===== src/rtl/ika_timinggen_param.sv =====
`default_nettype none
// +----------------------------------------------------------------------------+
// | Module      : ika_timinggen_param                                          |
// | Description : Parametrised slot-timing generator. Derives phi1 and its     |
// |               clock enables from the phiM enable, synchronises IC_n into   |
// |               the core master reset, runs a 2^CNTR_W slot counter and      |
// |               produces NTAP runtime-programmable decode strobes plus       |
// |               delayed SH1/SH2 strobes.                                     |
// | Options     : IKA_TIMINGGEN_FREEZE_EN adds i_FREEZE, which holds the       |
// |               counter, taps, SH pipeline and tap-apply on NCEN.            |
// | Revision    : 1.0 - initial release                                        |
// +----------------------------------------------------------------------------+
module ika_timinggen_param #(
  parameter int CNTR_W   = 5,
  parameter int NTAP     = 8,
  parameter int SH_DELAY = 5,
  localparam int SEL_W   = (NTAP > 1) ? $clog2(NTAP) : 1
) (
  input  logic              i_EMUCLK,
  input  logic              i_RST,
  input  logic              i_IC_n,
  input  logic              i_phiM_PCEN_n,
`ifdef IKA_TIMINGGEN_FREEZE_EN
  input  logic              i_FREEZE,
`endif
  output logic              o_MRST_n,
  output logic              o_phi1,
  output logic              o_phi1_PCEN_n,
  output logic              o_phi1_NCEN_n,
  output logic [CNTR_W-1:0] o_CNTR,
  input  logic              i_TAP_WR,
  input  logic [SEL_W-1:0]  i_TAP_SEL,
  input  logic [CNTR_W-1:0] i_TAP_VAL,
  input  logic [CNTR_W-1:0] i_TAP_MASK,
  output logic              o_TAP_PEND,
  output logic [NTAP-1:0]   o_TAP,
  output logic              o_SH1,
  output logic              o_SH2
);

  localparam logic [CNTR_W-1:0] CNTR_MAX = '1;

  // phiM enable, IC synchroniser and phi1 generator state
  logic       phim_en;
  logic [1:0] ic_sync;     // [0] = newest sample (stage0), [1] = stage1
  logic       phi1_init;
  logic       phi1p;
  logic       phi1n;
  logic       ncen;
  logic       hold;
  logic       step;

  // tap storage: active set and single-entry shadow
  logic [CNTR_W-1:0] tap_val  [NTAP];
  logic [CNTR_W-1:0] tap_mask [NTAP];
  logic [SEL_W-1:0]  shadow_sel;
  logic [CNTR_W-1:0] shadow_val;
  logic [CNTR_W-1:0] shadow_mask;
  logic              apply;
  logic [NTAP-1:0]   tap_hit;

  // SH pipelines
  logic [SH_DELAY-1:0] sh1_sr;
  logic [SH_DELAY-1:0] sh2_sr;
  logic                sh1_src;
  logic                sh2_src;

  assign phim_en = ~i_phiM_PCEN_n;

`ifdef IKA_TIMINGGEN_FREEZE_EN
  assign hold = i_FREEZE;
`else
  assign hold = 1'b0;
`endif

  // IC_n sampling, IC falling-edge detect and phi1 phase generation on phiM
  always_ff @(posedge i_EMUCLK or posedge i_RST) begin
    if (i_RST) begin
      ic_sync   <= 2'b00;
      phi1_init <= 1'b1;
      phi1p     <= 1'b1;
      phi1n     <= 1'b0;
    end else if (phim_en) begin
      ic_sync   <= {ic_sync[0], i_IC_n};
      phi1_init <= ~ic_sync[0] & ic_sync[1];
      if (phi1_init) begin
        phi1p <= 1'b1;
        phi1n <= 1'b0;
      end else begin
        phi1p <= ~phi1p;
        phi1n <= ~phi1n;
      end
    end
  end

  // phi1_init suppresses the negative enable so the restart phase is clean
  assign o_phi1        = phi1p;
  assign o_phi1_PCEN_n = phi1p | i_phiM_PCEN_n;
  assign o_phi1_NCEN_n = phi1n | i_phiM_PCEN_n | phi1_init;
  assign ncen          = ~o_phi1_NCEN_n;
  assign step          = ncen & ~hold;

  // Master reset and slot counter; reset clears the counter even when frozen
  always_ff @(posedge i_EMUCLK or posedge i_RST) begin
    if (i_RST) begin
      o_MRST_n <= 1'b0;
      o_CNTR   <= '0;
    end else if (ncen) begin
      o_MRST_n <= ic_sync[0];
      if (!o_MRST_n) begin
        o_CNTR <= '0;
      end else if (!hold) begin
        o_CNTR <= o_CNTR + 1'b1;
      end
    end
  end

  // Per-tap masked compare against the current slot
  always_comb begin
    tap_hit = '0;
    for (int k = 0; k < NTAP; k++) begin
      tap_hit[k] = ((o_CNTR ^ tap_val[k]) & tap_mask[k]) == '0;
    end
  end

  // Apply the shadow only at a frame boundary (or while in reset) so a tap
  // never changes mid-frame
  assign apply = step & o_TAP_PEND & ((o_CNTR == CNTR_MAX) | ~o_MRST_n);

  // Shadow capture; writes are dropped while an earlier one is still pending
  always_ff @(posedge i_EMUCLK or posedge i_RST) begin
    if (i_RST) begin
      o_TAP_PEND  <= 1'b0;
      shadow_sel  <= '0;
      shadow_val  <= '0;
      shadow_mask <= '0;
    end else if (!o_TAP_PEND) begin
      if (i_TAP_WR) begin
        o_TAP_PEND  <= 1'b1;
        shadow_sel  <= i_TAP_SEL;
        shadow_val  <= i_TAP_VAL;
        shadow_mask <= i_TAP_MASK;
      end
    end else if (apply) begin
      o_TAP_PEND <= 1'b0;
    end
  end

  // Active tap table; an out-of-range select matches no entry and is dropped
  always_ff @(posedge i_EMUCLK or posedge i_RST) begin
    if (i_RST) begin
      for (int k = 0; k < NTAP; k++) begin
        tap_val[k]  <= '0;
        tap_mask[k] <= '1;
      end
    end else if (apply) begin
      for (int k = 0; k < NTAP; k++) begin
        if (shadow_sel == SEL_W'(k)) begin
          tap_val[k]  <= shadow_val;
          tap_mask[k] <= shadow_mask;
        end
      end
    end
  end

  // Registered decode strobes
  always_ff @(posedge i_EMUCLK or posedge i_RST) begin
    if (i_RST) begin
      o_TAP <= '0;
    end else if (step) begin
      o_TAP <= tap_hit;
    end
  end

  assign sh1_src = (o_CNTR[CNTR_W-1 -: 2] == 2'b11);
  assign sh2_src = (o_CNTR[CNTR_W-1 -: 2] == 2'b01);

  // SH delay lines plus output stage gated by master reset
  always_ff @(posedge i_EMUCLK or posedge i_RST) begin
    if (i_RST) begin
      sh1_sr <= '0;
      sh2_sr <= '0;
      o_SH1  <= 1'b0;
      o_SH2  <= 1'b0;
    end else if (step) begin
      sh1_sr[0] <= sh1_src;
      sh2_sr[0] <= sh2_src;
      for (int i = 1; i < SH_DELAY; i++) begin
        sh1_sr[i] <= sh1_sr[i-1];
        sh2_sr[i] <= sh2_sr[i-1];
      end
      o_SH1 <= sh1_sr[SH_DELAY-1] & o_MRST_n;
      o_SH2 <= sh2_sr[SH_DELAY-1] & o_MRST_n;
    end
  end

endmodule
`default_nettype wire

===== config.mk =====
export PLATFORM = sky130hd
export DESIGN_NAME = ika_timinggen_param
export DESIGN_NICKNAME = d
export VERILOG_FILES = /design/src/rtl/ika_timinggen_param.sv
export SDC_FILE = /design/constraint.sdc
export NUM_CORES = 1
export LEC_CHECK = 0
export BUFFER_PORTS_ARGS = -buffer_cell sky130_fd_sc_hd__buf_2
export CAP_MARGIN = 20
export CORE_MARGIN = 2
export CORE_UTILIZATION = 40
export DETAILED_ROUTE_END_ITERATION = 16
export HOLD_SLACK_MARGIN = 0.03
export PLACE_DENSITY = 0.6
export REMOVE_ABC_BUFFERS = 1
export SETUP_SLACK_MARGIN = 0.3
export SLEW_MARGIN = 10
export SYNTH_ARGS = -nofsm -noshare
export SYNTH_HDL_FRONTEND = slang
export SYNTH_SLANG_ARGS = --single-unit

===== constraint.sdc =====
create_clock -name i_EMUCLK -period 4 [get_ports i_EMUCLK]
set_input_delay 1 -clock i_EMUCLK [delete_from_list [all_inputs] [get_ports i_EMUCLK]]
set_output_delay 1 -clock i_EMUCLK [all_outputs]
set_load 0.01 [all_outputs]

==> impl_metrics.csv, run 1 <==
group,metric,value,unit
route,routed_wl,11900,um
clocking,clockBufferDepth,2,
floorplanning,die_area,14700,um^2
yosys,synth_edf_count,0,
route,first_pass_iters,4,
floorplanning,start_util,0.413,
yosys,yosysTopAreaCell,"dfrtp_1",
placement,io_buffers,37,
clocking,cts.htree.levels,4,
flow_run,maxCapViolCount,0,
sta,setup_violations,0,
sta,finalCritPeriodShare,0.723,
sta,worstMarginPinSlew,0.946,ns
clocking,cts_hold_buf,0,
worst_hold_path,min_path_type,"reg2reg",
power,p_comb_frac,0.253,
power,p_per_area,817,nW/um^2
yosys,synthesis.area,5510,um^2
sta,fin_skew,0.00743,ns
yosys,yosys_warnings,0,
worst_hold_path,worstHoldStart,"o_SH1$_DFFE_PP0N_",
layout,layout_commonest_cell,"dfrtp_1",
layout,fin_nets,461,
sta,period_minus_slack,2.89,ns
yosys,syn_avg_cell_area,13.9,um^2
clocking,cts_tree,"yes",
clocking,postCtsSetupRepairBufs,0,
route,drc,0,
setup_path,endpoint_kind,"output pin",
route,drt_iter0_drc,235,
grt,grt_usage,0.178,
setup_path,startpoint,"i_phiM_PCEN_n",
outcome,status,"completed",
setup_path,rr_startpoint,"o_CNTR[0]$_DFFE_PP0N_",
power,seq_power_share,0.459,
sta,hold_viol_final,0,
grt,antenna_found_initial,0,
clocking,cts_made_buffers,17,
yosys,ys_seq_area_frac,0.577,
route,vias_per_cell,5.12,
floorplanning,rows,42,
clocking,clk_pin_slew,0.05,ns
setup_path,path_class,"in2out",
clocking,root_buffer,"clkbuf_16",
grt,grt_overflow,0,
setup_path,reg2reg_slack,1.19,ns
floorplanning,die_x,121,um
power,peakVddDrop,330,uV
sta,max_clock_freq,0.346,GHz
power,p_sw,1650,uW
yosys,synthArstFlopShare,1.00,
layout,final_cells,630,
layout,drive_gt1_frac,0.493,
floorplanning,coreArea,13300,um^2
clocking,clk_latency,0.41,ns
grt,grt_first_pass_wirelength,19200,um
floorplanning,fp.dieH,121,um
sta,drv_slew,0,
route,ant_nets,0,
yosys,netlist_instances,395,
sta,slew_headroom,0.368,
grt,first_global_vias,3409,
setup_path,crit_fanout,19,
grt,grt_max_degree,68,
sta,rsz0062_at_grt,"no",
setup_path,arrival,1.89,ns
power,power.internal,3680,uW
floorplanning,ioPinCount,38,
clocking,cts_resized,0,
power,switching_share,0.310,
setup_path,crit_required,3.00,ns
power,clockPowerShare,0.288,
setup_path,crit_path_start_kind,"input pin",
yosys,synthFlopType,"dfrtp_1",
layout,syn_to_final_growth,18.4,%
layout,final_cell_mix,"dfrtp_1, mux2_2, nand2_1",
yosys,synth.distinct_cells,32,
power,p_leak,0.00314,uW
sta,fin_tns_setup,0,ns
layout,diodes,0,
placement,hpwl,7290,um
sta,holdWs,0.456,ns
placement,gp_congestion,0.766,
route,dr_total_vias,3224,
yosys,yosys.area.top_type_share,0.377,
placement,dp.cells,598,
yosys,synth-seq-cells,125,
yosys,synth_area_leaders,"dfrtp_1, dfstp_2, mux2_2",
clocking,clock_sinks,125,
route,wl_per_cell,18.9,um
-- area by class of cell --
class                      instances  area (um^2)
clock inverter                     6         80.1
fill                            1211         6830
timing repair buffer              49          288
tap                              176          220
clock buffer                      26          519
multi-input combinational        245         2220
sequential                       125         3180
inverter                           3         13.8
-- synth_stat cells, drive strengths merged, types with 3 or more instances --
| master | n |
|---|---|
| mux2 | 95 |
| dfrtp | 83 |
| nand2 | 47 |
| dfstp | 42 |
| xor2 | 40 |
| clkbuf | 12 |
| buf | 10 |
| a22o | 9 |
| a221oi | 8 |
| a222oi | 8 |
| nand3 | 6 |
| nor2b | 4 |
| o21ai | 4 |
| inv | 3 |
| nand2b | 3 |
| nor4 | 3 |
-- registers in the layout (all words and copies together) (netlist names) --
signal	count
o_SH1	1
shadow_mask	5
o_TAP	8
tap_val	40
sh1_sr	5
shadow_sel	3
shadow_val	5
o_MRST_n	1
o_SH2	1
tap_mask	40
phi1_init	1
ic_sync	2
sh2_sr	5
o_phi1	1
o_TAP_PEND	1
phi1n	1
o_CNTR	5
-- power groups by stage --
stage	registers [uW]	logic, uW	clock network, uW
floorplan	2310	947	0
global placement	2450	1330	0
detailed placement	2460	1350	0
CTS	2450	1370	1560
global route	2520	1480	1630
finish	2450	1350	1530
-- stage by stage --
stage	total power (uW)	setup slack (ns)	utilization	area, um^2
3_3_place_gp	3770	1.01	0.444	5920
2_1_floorplan	3260	-0.258	-	5400
5_1_grt	5640	1.05	0.488	6520
6_report	5330	1.11	0.488	6520
3_5_place_dp	3820	0.946	0.444	5920
4_1_cts	5380	1.11	0.488	6520
-- path summary, 6_finish.rpt --
kind / endpoint / depth (start not counted)
min reg2reg: o_SH1$_DFFE_PP0N_ / 2
max: o_phi1_NCEN_n / 4
min in group asynchronous: sh1_sr[2]$_DFFE_PP0N_ / 2
max reg2reg: tap_val[15]$_DFFE_PP0P_ / 6
min: o_SH1$_DFFE_PP0N_ / 2
max in group asynchronous: tap_mask[9]$_DFFE_PP1P_ / 3
-- metal layers --
layer	GRT usage	vias to the layer above	part of all wire
met5	0	-	0
met4	0.0661	0	0.017
met3	0.0489	17	0.049
met2	0.278	67	0.48
met1	0.238	1656	0.45
li1	-	1484	-
-- critical path, stage by stage --
cell	delay [ns]
buf_2	0.18
nor3_4	0.07
inv_2	0.37
buf_2	0.25
-- cell families after synthesis --
group                      count (synthesis)  synth area share
buffers and inverters                     25            0.0220
and+or+nand+nor                           77            0.0770
adders and majority gates                  2           0.00454
muxes                                     95             0.208
xor gates and xnor gates                  40            0.0636
AOI/OAI and AO/OA                         31            0.0475
DFF                                      125             0.577
Note: power is estimated with default switching activity, not from simulation.
==> run 2, diff against run 1 <==
- PLACE_DENSITY: 0.6 -> 0.58
- clock period: 4 -> 2.99 ns (I/O delays scaled with it)
==> run 2 against run 1 <==
Clock-buffer cell count shrank 3. Core utilization is essentially flat. Non-clock buffer count grew 6. Sequential power grew 34%. Final cell count grew 0.95%. Flip-flop and latch count is the same. Hold slack lost 0.051 ns. Die area is the same. Clock skew is essentially flat. Design area is essentially flat. Critical endpoint is now tap_val[17]$_DFFE_PP0P_. Largest power group unchanged.
==> impl_metrics.csv, run 2 (synthesis gave the netlist of run 1 again) <==
group,metric,value,unit
outcome,status,"completed",
floorplanning,die_x,121,um
setup_path,cpPeakStageDelay,0.79,ns
layout,layout_commonest_cell,"dfrtp_1",
floorplanning,coreArea,13300,um^2
sta,max_clock_freq,0.420,GHz
clocking,clk_pin_slew,0.06,ns
sta,rsz0062_at_grt,"no",
placement,placed_area,5970,um^2
route,routed_wl,12200,um
route,first_pass_iters,4,
sta,drv_slew,0,
sta,hold_viol_final,0,
floorplanning,ioPinCount,38,
route,drc,0,
sta,worstMarginPinSlew,0.616,ns
grt,grt_overflow,0,
clocking,cts.htree.levels,4,
route,drt-met1-wl,5920,um
sta,fin_tns_setup,0,ns
setup_path,arrival,2.68,ns
layout,syn_to_final_growth,18.4,%
sta,finalCritPeriodShare,0.796,
setup_path,worstPathCellList,"ha_1, and3_1, ha_1, nor2b_1, buf_4, or4b_1, mux2_4",
grt,antenna_found_initial,0,
layout,post-route-util,0.488,
layout,final_cell_mix,"dfrtp_1, mux2_2, nand2_1",
grt,grt_first_pass_wirelength,19100,um
clocking,cts_tree,"yes",
flow_run,maxCapViolCount,0,
layout,drive_gt1_frac,0.496,
power,peakVddDrop,442,uV
setup_path,crit_path_frequent_cell,"ha_1",
worst_hold_path,min_path_type,"in2async",
setup_path,path_class,"reg2reg",
sta,slew_headroom,0.589,
route,wl_met3,370,um
setup_path,endpoint_kind,"register",
route,met2_length,5760,um
route,highest_layer,"met4",
setup_path,slowest_stage,"or4b_1",
setup_path,crit_path_start_kind,"register",
route,drt_iter0_drc,254,
route,ant_nets,0,
route,vias_per_cell,5.13,
grt,first_global_vias,3323,
placement,hpwl,7520,um
layout,final_cells,636,
layout,diodes,0,
layout,final_area,6520,um^2
sta,setup_violations,0,
clocking,root_buffer,"clkbuf_16",
clocking,postCtsSetupRepairBufs,0,
layout,fin_nets,467,
route,wl_per_cell,19.2,um
clocking,cts_resized,0,
placement,io_buffers,37,
setup_path,crit_required,3.29,ns
floorplanning,fp.dieH,121,um
clocking,clockBufferDepth,2,
grt,grt_max_degree,49,
setup_path,crit_fanout,10,
layout,reg.largest.list,"tap_mask x40, tap_val x40, o_TAP x8",
placement,gp_congestion,0.739,
power,p_leak,0.00315,uW
clocking,clock_sinks,125,
clocking,clk_latency,0.41,ns
route,dr_total_vias,3265,
power,p_per_area,1080,nW/um^2
power,power,7040,uW
clocking,cts_made_buffers,17,
grt,grt_usage,0.179,
floorplanning,die_area,14700,um^2
clocking,cts_hold_buf,0,
sta,fin_skew,0.00780,ns
floorplanning,start_util,0.413,
sta,period_minus_slack,2.38,ns
placement,dp.cells,604,
floorplanning,rows,42,
==> run 2: path summary, 6_finish.rpt <==
| check | startpoint | endpoint | slack [ns] | cells past startpoint |
|---|---|---|---|---|
| worst max-delay path | o_CNTR[0]$_DFFE_PP0N_ | tap_val[17]$_DFFE_PP0P_ | 0.61 | 7 |
| max in group asynchronous | i_RST | tap_mask[36]$_DFFE_PP1P_ | 1.83 | 3 |
| worst min-delay path | i_RST | tap_val[38]$_DFFE_PP0P_ | 0.40 | 2 |
| worst min register to register | o_SH1$_DFFE_PP0N_ | o_SH1$_DFFE_PP0N_ | 0.46 | 2 |
| min in group i_EMUCLK | o_SH1$_DFFE_PP0N_ | o_SH1$_DFFE_PP0N_ | 0.46 | 2 |
| worst max register to register | o_CNTR[0]$_DFFE_PP0N_ | tap_val[17]$_DFFE_PP0P_ | 0.61 | 7 |
==> run 2: routing by layer <==
layer | up-vias | global-route usage
li1 | 1502 | -
met1 | 1706 | 0.242
met2 | 45 | 0.275
met3 | 12 | 0.0545
met4 | 0 | 0.0553
met5 | - | 0
==> run 2: layout make-up <==
cell class | count | area, um^2
Fill cell | 1186 | 6830
Sequential cell | 125 | 3180
Clock buffer | 23 | 458
Clock inverter | 9 | 95.1
Tap cell | 176 | 220
Timing Repair Buffer | 55 | 333
Multi-Input combinational cell | 245 | 2220
Inverter | 3 | 13.8
==> run 2: worst max-delay path, delay by kind of cell, from the launching register on <==
kind | cells | cell delay (ns)
fa+ha+maj | 2 | 0.33
buf+inv | 1 | 0.18
flops | 1 | 0.35
mux | 1 | 0.40
simple gates | 3 | 1.01
==> run 2: where the power goes <==
part	internal [uW]	switching [uW]
Combinational	1010	792
Sequential	2560	730
Clock	1240	711
==> run 2: metrics by stage <==
step | worst slack, ns | hold slack (ns)
final | 0.611 | 0.405
after detailed placement | 0.423 | 0.451
after global placement | 0.449 | 0.443
after CTS | 0.609 | 0.421
after floorplan | -1.02 | 0.439
after global routing | 0.519 | 0.443
==> run 3, diff against run 2 <==
- PLACE_DENSITY: 0.58 -> 0.6
- clock period: 2.99 -> 2.1 ns (I/O delays scaled with it)
==> run 3 against run 2 <==
Combinational power increased by 81%. Clock-buffer cell count shrank 5. Maximum frequency is 10% higher. Clock skew about the same. Design area grew 11%. Flip-flop and latch count did not move. Largest power group unchanged. Routed wire length grew 8.7%. The run now ends with setup timing left. First-iteration DRC count down 3.9%. Die area stayed put.
==> impl_metrics.csv, run 3 (synthesis gave the netlist of run 1 again) <==
group,metric,value,unit
placement,io_buffers,37,
route,first_pass_iters,4,
setup_path,crit_required,2.40,ns
setup_path,startpoint,"o_CNTR[1]$_DFFE_PP0N_",
route,wl_per_cell,19.9,um
route,vias_per_cell,5.15,
setup_path,endpoint_kind,"register",
clocking,clk_pin_slew,0.06,ns
setup_path,cpPeakStageDelay,0.37,ns
floorplanning,start_util,0.413,
setup_path,worst-path-buf-inv,3,
worst_hold_path,min_path_type,"in2reg",
power,peakVddDrop,672,uV
clocking,cts_made_buffers,17,
layout,final_cells,664,
layout,syn_to_final_growth,31.7,%
setup_path,crit_path_frequent_cell,"buf_6",
grt,grt_first_pass_wirelength,20400,um
clocking,clockBufferDepth,2,
setup_path,r2r_end,"tap_val[32]$_DFFE_PP0P_",
placement,placed_area,6100,um^2
clocking,cts.htree.levels,4,
power,p_leak,0.00351,uW
setup_path,cpLargestDelayFamily,"simple AND/OR/NAND/NOR gates",
worst_hold_path,holdPathStages,2,
layout,diodes,0,
clocking,root_buffer,"clkbuf_16",
worst_hold_path,min_to,"shadow_val[1]$_DFFE_PP0P_",
clocking,clock_sinks,125,
sta,period_minus_slack,2.16,ns
grt,grt_max_degree,66,
sta,slew_headroom,0.607,
floorplanning,coreArea,13300,um^2
setup_path,rr_startpoint,"o_CNTR[1]$_DFFE_PP0N_",
route,dr_total_vias,3419,
setup_path,crit_path_start_kind,"register",
placement,dp_slack,-0.0732,ns
sta,fin_ws,-0.0576,ns
grt,grt_overflow,0,
sta,setup_violations,31,
worst_hold_path,worstHoldStart,"i_TAP_VAL[1]",
outcome,violations,"setup timing",
outcome,status,"finished with violations",
grt,antenna_found_initial,0,
floorplanning,die_area,14700,um^2
route,routed_wl,13200,um
sta,worstMarginPinSlew,0.589,ns
floorplanning,fp.dieH,121,um
setup_path,crit_fanout,6,
sta,holdWs,0.337,ns
setup_path,arrival,2.46,ns
clocking,clk_latency,0.42,ns
sta,finalCritPeriodShare,1.03,
placement,hpwl,7370,um
placement,gp_congestion,0.721,
layout,reg.largest.list,"tap_mask x40, tap_val x40, o_TAP x8",
setup_path,slowest_stage,"dfrtp_1",
floorplanning,rows,42,
grt,grt_usage,0.188,
floorplanning,ioPinCount,38,
sta,max_clock_freq,0.463,GHz
floorplanning,die_x,121,um
sta,fin_skew,0.00768,ns
layout,drive_gt1_frac,0.541,
layout,final_cell_mix,"dfrtp_1, mux2_4, nand2_1",
sta,drv_slew,0,
layout,layout_commonest_cell,"dfrtp_1",
layout,fin_nets,495,
layout,post-route-util,0.543,
route,drt_iter0_drc,244,
clocking,cts_tree,"yes",
grt,first_global_vias,3538,
placement,dp.cells,612,
route,drc,0,
setup_path,r2r_cells,9,
route,ant_nets,0,
sta,rsz0062_at_grt,"yes",
setup_path,reg2reg_slack,-0.06,ns
power,p_per_area,1510,nW/um^2
setup_path,path_class,"reg2reg",
sta,hold_viol_final,0,
setup_path,worstPathCellList,"ha_2, and3_4, ha_4, nor2b_1, buf_4, buf_6, nor4b_4, buf_6, mux2_4",
flow_run,maxCapViolCount,0,
layout,final_area,7250,um^2
[run 3: changes by cell type in the layout (fill, tap and decap cells not counted), moves of 4 or more]
cell      change
buf_4         +4
mux2_4       +57
clkbuf_1      -5
mux2_2       -57
buf_12        +7
buf_6        +13
[run 3: how the worst max path moves through the flow]
| stage | to | depth (start not counted) |
|---|---|---|
| floorplan | ic_sync[0]$_DFFE_PP0N_ | 1 |
| global placement | tap_val[17]$_DFFE_PP0P_ | 6 |
| detailed placement | tap_val[26]$_DFFE_PP0P_ | 8 |
| CTS | tap_val[1]$_DFFE_PP0P_ | 9 |
| global route | tap_val[32]$_DFFE_PP0P_ | 9 |
| finish | tap_val[32]$_DFFE_PP0P_ | 9 |
[run 3: layout make-up]
class                   instances  area [um^2]
fillers                      1106         6090
multi-input cells             245         2470
inverters                       3         16.3
flip-flops and latches        125         3180
well taps                     176          220
clock buffers                  18          439
clock inverters                14          168
repair buffers                 83          757
[run 3: stage by stage]
step	total power [uW]	setup TNS (ns)
after CTS	10700	-0.200
after global placement	7320	-0.0969
after global routing	11500	-2.66
after detailed placement	7400	-1.08
after floorplan	6210	-225.49
final	10900	-0.898
[run 3: routing by layer]
metal	GRT usage	vias up	share of wire
li1	-	1563	-
met1	0.253	1790	0.47
met2	0.298	53	0.48
met3	0.0442	13	0.029
met4	0.0654	0	0.014
met5	0	-	0
[run 3: repair_timing]
item                       4_1_cts  5_1_grt
setup endpoints to repair       81       82
hold buffers                     1        0
pin swaps                        3        3
gates resized for setup         48       43
hold endpoints to repair         1        0
buffers inserted                 3        8
gates cloned                     3        5
[run 3: where the power goes]
| group | internal (uW) | total (uW) | switching [uW] |
|---|---|---|---|
| Combinational | 1940 | 3260 | 1320 |
| Sequential | 3640 | 4690 | 1040 |
| Clock | 1900 | 3000 | 1100 |
[run 3: worst reg2reg max path, stage by stage, from the launching register on]
cell,delay [ns]
dfrtp_1,0.37
ha_2,0.20
and3_4,0.19
ha_4,0.12
nor2b_1,0.04
buf_4,0.15
buf_6,0.12
nor4b_4,0.37
buf_6,0.19
mux2_4,0.30
